### src/rtl/dcache_port_arbiter.sv
// dcache_port_arbiter: single-owner arbiter steering load/store queue requests onto one dcache ufp port
package dcache_port_arbiter_pkg;
   typedef struct packed {
      logic [31:0] ufp_addr;
      logic [3:0]  ufp_rmask;
      logic [3:0]  ufp_wmask;
      logic [31:0] ufp_wdata;
   } cache_interface_t;
endpackage

module dcache_port_arbiter
   import dcache_port_arbiter_pkg::*;
#(
   parameter int STORE_BURST_MAX = 4
) (
   input  logic             clk,
   input  logic             rst,
   input  cache_interface_t lq_req,
   output logic             lq_resp,
   output logic [31:0]      lq_rdata,
   input  cache_interface_t sq_req,
   output logic             sq_resp,
   output cache_interface_t cache_req,
   input  logic             cache_resp,
   input  logic [31:0]      cache_rdata,
   output logic             busy,
   output logic             owner_is_store
);
   localparam logic [3:0] BURST_MAX = 4'(STORE_BURST_MAX);
   typedef enum logic {IDLE, BUSY} state_t;
   state_t     state;
   logic       owner;
   logic [3:0] burst_cnt;
   logic       lq_v, sq_v, win, issue, pick_st, done;
   logic       unused_bits;
   // arbitration and response steering; rst gates the outputs so they drop to 0 without a clock edge
   always_comb begin
      lq_v           = |lq_req.ufp_rmask;
      sq_v           = |sq_req.ufp_wmask;
      done           = rst && state == BUSY && cache_resp;
      win            = rst && (state == IDLE || cache_resp);
      issue          = win && (lq_v || sq_v);
      pick_st        = sq_v && (!lq_v || burst_cnt < BURST_MAX);
      cache_req      = !issue ? '0 :
                       pick_st ? cache_interface_t'{sq_req.ufp_addr, 4'b0, sq_req.ufp_wmask, sq_req.ufp_wdata}
                               : cache_interface_t'{lq_req.ufp_addr, lq_req.ufp_rmask, 4'b0, 32'b0};
      lq_resp        = done && !owner;
      sq_resp        = done && owner;
      lq_rdata       = lq_resp ? cache_rdata : '0;
      busy           = state == BUSY;
      owner_is_store = owner && busy;
      unused_bits    = ^{lq_req.ufp_wmask, lq_req.ufp_wdata, sq_req.ufp_rmask};
   end
   // state, owner and store-burst counter advance only in the issue window
   always_ff @(posedge clk or negedge rst) begin
      if (!rst) begin
         state     <= IDLE;
         owner     <= 1'b0;
         burst_cnt <= '0;
      end else if (win) begin
         state     <= issue ? BUSY : IDLE;
         owner     <= issue ? pick_st : owner;
         burst_cnt <= (lq_v && pick_st) ? burst_cnt + 4'd1 : '0;
      end
   end
endmodule

### config.mk
export PLATFORM = sky130hd
export DESIGN_NAME = dcache_port_arbiter
export DESIGN_NICKNAME = d
export VERILOG_FILES = /design/src/rtl/dcache_port_arbiter.sv
export SDC_FILE = /design/constraint.sdc
export NUM_CORES = 1
export LEC_CHECK = 0
export CAP_MARGIN = 15
export CELL_PAD_IN_SITES_DETAIL_PLACEMENT = 0
export CELL_PAD_IN_SITES_GLOBAL_PLACEMENT = 1
export CORE_MARGIN = 2
export CORE_UTILIZATION = 11
export DETAILED_ROUTE_END_ITERATION = 10
export PLACE_DENSITY_LB_ADDON = 0.25
export SYNTH_ARGS = -nofsm -noshare
export SYNTH_HDL_FRONTEND = slang
export SYNTH_SLANG_ARGS = --single-unit
### constraint.sdc
create_clock -name clk -period 2.9 [get_ports clk]
set_clock_uncertainty 0.2 [all_clocks]
set_input_delay 0.435 -clock clk [delete_from_list [all_inputs] [get_ports clk]]
set_output_delay 0.435 -clock clk [all_outputs]
set_load 0.05 [all_outputs]
== Word level (Yosys, flattened, before mapping) ==
Cells that the tools add are included.
Storage, ports and cells
  bits in registers: 6
  latch bits: 0
  RAM bits: 0
  bits in read-only memories: 0
  input port bits: 179
  output and inout bits: 108
  word-level logic and storage cells: 28
  memories: 0
Operators by class
  $add $sub $neg: 1
  multiply operators: 0
  div/mod/pow operators: 0
  magnitude comparators: 1
  equal/unequal tests: 0
  shift-type cells: 0
  mux-type cells: 5
  bitwise gates (word level): 1
  reduce and logical (&&, ||, !) cells: 17
Operators by type and width (count)
  2-to-1 mux 72 bit: 2
  2-to-1 mux 32 bit: 1
  logical AND 1 bit: 9
  OR reduction 4 bit: 2
  adder 4 x 1 -> 4 bit, second input constant: 1
  less-than comparator 4 x 3 -> 1 bit, second input constant: 1
  2-to-1 mux 4 bit: 1
  logical OR 1 bit: 3
  zero test 1 bit: 2
  AND reduction 2 bit: 1
  2-to-1 mux 1 bit: 1
  NOT 1 bit: 1

== Depth between registers and ports, before layout ==
  depth after elaboration: 6
  depth in mapped cells: 5
  gate-level depth less buffers: 3

== Worst setup path after synthesis ==
Ideal clock, no wire load.
  path kind: input port to output port
  from: in sq_req[32] in the netlist's numbering
  to: out cache_req[41] in the netlist's numbering
  data arrival time: 2.700 ns
  path slack: -0.435 ns
  cell stages on the path: 4
  path buffers: 1
  cells stage by stage: nor4_1 -> o21ai_1 -> clkbuf_1 -> o32ai_1
RTL lines
  from (decl): RTL line 21  | input cache_interface_t sq_req,
  to (decl): RTL line 23  | output cache_interface_t cache_req,

==> results.json <==
{
  "dieArea_sq_um": 14600,
  "p_clk_frac": 0.107,
  "status": "finished clean",
  "setup_viol": 0,
  "startpoint": "sq_req[32]",
  "power_frac_comb": 0.836,
  "slew_headroom": 0.628,
  "p_seq_frac": 0.058,
  "grt_pass1_vias": 2700,
  "routed_wl_um": 10700,
  "num_io_pins": 287,
  "fin_crit_ps": 2850,
  "cp_common_cell": "buf_12",
  "gp_congestion": 0.729,
  "ys_seq_area_frac": 0.100,
  "place_area_sq_um": 5320,
  "grt_pass1_wl_um": 16000,
  "fmax_mhz": 351,
  "internal_power_mw": 1.13,
  "cts_hold_buf": 0,
  "drt_pass1_iterations": 4,
  "yosys.area.top_type_share": 0.276,
  "finalHoldViolCount": 0,
  "drt-initial-drc-count": 88,
  "p_total_mw": 2.05,
  "worstPathMaxFanout": 16,
  "crit_arrival_ps": 2210,
  "clk_pin_slew_ps": 30,
  "final_area_sq_um": 5700,
  "drc": 0,
  "synth.distinct_cells": 26,
  "cp.depth": 7,
  "avgSynthCellArea_sq_um": 6.43,
  "multi_input_comb_area_sq_um": 1340,
  "cellLeakagePower_nw": 2.36,
  "root_buffer": "clkbuf_16",
  "slew_viol_final": 0,
  "seqCellArea_sq_um": 150,
  "die_x_um": 121,
  "slowest_stage": "clkdlybuf4s50_1",
  "yosys.area.top_type": "and2_1",
  "worstPathRequired_ps": 2270,
  "syn_nets": 413,
  "clk_path_buf_depth": 2,
  "die_height_um": 121,
  "grt_max_degree": 36,
  "h-tree-depth": 1,
  "cpLargestDelayFamily": "buffers and inverters",
  "core_area_sq_um": 13300,
  "clock_sinks": 6,
  "worstReg2RegStart": "busy",
  "ys_ff_latch": 6,
  "grt.overflow.total": 0,
  "layout-drive-gt1-share": 0.378,
  "clkLatencyLatePin_ps": 230,
  "cts_tree": "done",
  "mostFrequentLayoutCells": "clkdlybuf4s50_1, buf_12, and2_1, inv_1, nand3_1",
  "ant_nets": 0,
  "power_density_nw_per_um2": 360,
  "syn_inst": 233,
  "initial_core_util": 0.113,
  "setup.worst_path.start_class": "primary input",
  "setup_slack_ps": 50.8,
  "utilization": 0.429,
  "io_buffer_count": 246,
  "worst-r2r-cell-count": 3,
  "switching_share": 0.450,
  "final.period_utilization": 0.982,
  "core.rowCount": 42,
  "max_stage_delay_ps": 450,
  "ys.warnings.count": 0,
  "ys_top_cells_by_area": "and2_1, o32ai_1, nand3_1, dfrtp_1, inv_1",
  "maxCapViolCount": 0,
  "detailed_place_hpwl_um": 8790,
  "mostFrequentLayoutCell": "clkdlybuf4s50_1",
  "grt_use_total": 0.140,
  "syn_area_sq_um": 1500,
  "place_ws_ps": -262,
  "vias_per_cell": 4.17,
  "rsz0062_at_grt": "yes",
  "tightest_slew_ps": 557,
  "area_delta_synth_final_pct": 281,
  "critPathBufInv": 4,
  "fin_nets": 661,
  "n_fill_cell": 1293,
  "num_vias": 2736,
  "ir_worst_vdd_uv": 173,
  "cts_buffers": 3,
  "worstHoldPathType": "primary input to async pin",
  "antenna_found_initial": 1,
  "critPathCaptureType": "output port",
  "switching_power_mw": 0.922,
  "critical_path_class": "primary input to output port",
  "final.setup.tns_ps": 0,
  "crit_path_cell_trace": "clkdlybuf4s50_1, nor4_2, buf_4, o21ai_2, buf_12, o32ai_1, buf_12",
  "detail_route.wl_per_cell_um": 16.3
}
per-layer routing:
layer,wire [um],GRT usage
met1,3770,0.150
met2,5650,0.262
met3,1130,0.0486
met4,141,0.0349
met5,0,0
registers in the layout (all words and copies together) (netlist names):
name       count
busy           1
burst_cnt      4
owner          1
metrics by stage:
step	hold slack, ps	cells
2_1_floorplan	-60.6	233
3_5_place_dp	250	647
6_report	8.63	656
4_1_cts	14.7	657
5_1_grt	38.2	656
3_3_place_gp	257	647
cell usage after synthesis:
master,count
and2_1,66
inv_1,33
nand3_1,33
o32ai_1,32
clkbuf_1,19
and3_1,8
dfrtp_1,6
nand2_1,6
o21ai_0,6
buf_6,3
a31oi_1,2
nand4_1,2
nor2_1,2
nor2b_1,2
or4_1,2
a2111oi_4,1
a21o_1,1
buf_1,1
buf_4,1
ha_1,1
nand2b_1,1
nor3b_1,1
nor4_1,1
o21ai_1,1
o31ai_1,1
or2_2,1
worst register-to-register path, cell delays in order (launching register included):
cell	delay [ps]
dfrtp_1	430
nor2b_1	460
nor2_1	240
a31oi_1	230
area by class of cell:
cell class | instances | share of cell area
diodes | 1 | 0.000439
clock buffers | 3 | 0.0132
inverters | 33 | 0.0217
multi-input cells | 170 | 0.235
flip-flops and latches | 6 | 0.0263
well taps | 176 | 0.0386
repair buffers | 267 | 0.664
logic make-up after synthesis:
kind of cell / synth area share
DFF: 0.100
buffers and inverters: 0.160
and+or+nand+nor: 0.484
adders and majority gates: 0.00835
AOI/OAI and AO/OA: 0.247
final timing paths:
path / to / slack (ps)
worst min register to register: burst_cnt[0] / 280
worst max register to register: owner / 1240
min in group clk: burst_cnt[0] / 280
worst max-delay path: cache_req[64] / 50
max in group asynchronous: owner / 2300
worst min-delay path: burst_cnt[3] / 9
power groups by stage:
stage	clock network (mW)	logic (mW)	registers [mW]
after floorplan	0	0.719	0.118
after global placement	0	1.60	0.118
after detailed placement	0	1.61	0.119
after CTS	0.222	1.71	0.119
after global routing	0.230	1.80	0.120
final	0.219	1.71	0.118
what timing repair did:
item | 4_1_cts | 5_1_grt
buffers inserted | 5 | 0
resized for setup | 33 | 21
pin swaps | 1 | 4
gates cloned | 2 | 0
endpoints found under the setup margin | 64 | 58
Note: power is estimated with default switching activity, not from simulation.
==> RTL edit: new RTL, same flow settings <==
Register the output `owner_is_store`, with the module's reset; this adds one clock of latency there. The other outputs are not delayed to match.
--- a/src/rtl/dcache_port_arbiter.sv
+++ b/src/rtl/dcache_port_arbiter.sv
@@ -28,6 +28,8 @@
 );
    localparam logic [3:0] BURST_MAX = 4'(STORE_BURST_MAX);
    typedef enum logic {IDLE, BUSY} state_t;
+
+   logic owner_is_store_d;
    state_t     state;
    logic       owner;
    logic [3:0] burst_cnt;
@@ -48,7 +50,7 @@
       sq_resp        = done && owner;
       lq_rdata       = lq_resp ? cache_rdata : '0;
       busy           = state == BUSY;
-      owner_is_store = owner && busy;
+      owner_is_store_d = owner && busy;
       unused_bits    = ^{lq_req.ufp_wmask, lq_req.ufp_wdata, sq_req.ufp_rmask};
    end
    // state, owner and store-burst counter advance only in the issue window
@@ -63,5 +65,13 @@
          burst_cnt <= (lq_v && pick_st) ? burst_cnt + 4'd1 : '0;
       end
    end
+   always_ff @(posedge clk or negedge rst) begin
+      if (!rst) begin
+         owner_is_store <= '0;
+      end else begin
+         owner_is_store <= owner_is_store_d;
+      end
+   end
+
 endmodule
 
Check against the original RTL: not equivalent (a bounded check fails within 4 cycles, from zero or initial values and one cycle with rst low).
==> RTL edit against the unedited design <==
Combinational power up 6%; sequential cell count up 1; setup slack better by 0.012 ns; synthesized cell count up 0.43%; design area up 4.3%; routed wire length down 0.26%; power up 7.0%; area after synthesis up 1.7%; sequential power up 15%; final cell count up 0.61%; largest power group unchanged; highest routed layer unchanged.
==> RTL edit: results (changes against the unedited design) <==
* Result of the run: finished clean
* Combinational share of power at 83.1% (-0.5 points)
* Pleak at 0.002454 µW (+4.1%)
* Met2 routed WL at 5646 µm (about the same)
* First-pass GRT wire length at 15370 µm (-3.7%)
* Sequential-to-total area share from yosys stat at 11.50% (+1.5 points)
* Worst setup path end: cache_req[12]
* Fmax at 352.4 MHz (+0.41%)
* Crit path from: lq_req[38]
* Internal reg-to-reg setup slack at 1.35 ns (+0.11 ns)
* Seq pwr share at 6.2% (+0.4 points)
* GR Layer Usage met2 at 25.39% (-0.78 points)
* Vias in the first global route at 2793 (+3.4%)
* Reg2reg end: burst_cnt[0]
* Detailed route wirelength on metal3 at 1242 µm (+9.5%)
* Reg2Reg Depth at 4 (+1)
* Max stage delay on crit path at 0.52 ns (+0.07 ns)
* Slew margin rel. at 63.85% (+1.1 points)
* GRT Total Usage at 13.35% (-0.66 points)
* Hold buffer count at cts at 1 (+1)
* Final RePlAce weighted congestion at 0.7089 (-2.7%)
* M3 GR Usage at 5.337% (+0.48 points)
* Fin cells at 660 (+0.61%)
* Largest net degree at the start of global routing at 34 (-5.6%)
* Worst vdd ir at 0.1991 mV (+15%)
* Post-CTS Setup Inserts at 0 (-5)
* Wire length per cell at 16.16 µm (-0.87%)
* Post-CTS resize count at 50 (+52%)
* Hold_ws at 0.03862 ns (+0.02999 ns)
* Net Count, Synth at 414 (+0.24%)
* CP Max Fanout at 8 (-8)
* # fillers at 1286 (-0.54%)
-- RTL edit: stage by stage --
step / setup TNS [ns] / util (%)
3_5_place_dp: -15.73 / 39.82
4_1_cts: -0.2233 / 43.23
2_1_floorplan: -13.53 / -
6_report: 0 / 44.38
5_1_grt: 0 / 44.38
3_3_place_gp: -14.66 / 39.82
-- RTL edit: logic make-up after synthesis --
family                   share of synthesized area (%)
flip-flops                                       11.50
adder cells (fa/ha/maj)                         0.8216
AO/OA/AOI/OAI                                    24.32
buffers and inverters                            15.78
AND/OR/NAND/NOR                                  47.58
-- RTL edit: final cells by class --
class | instances | area share, %
Tap cell | 176 | 3.703
Clock buffer | 4 | 1.325
Inverter | 33 | 2.083
Multi-Input combinational cell | 170 | 25.10
Antenna cell | 1 | 0.04208
Timing Repair Buffer | 269 | 64.80
Sequential cell | 7 | 2.946
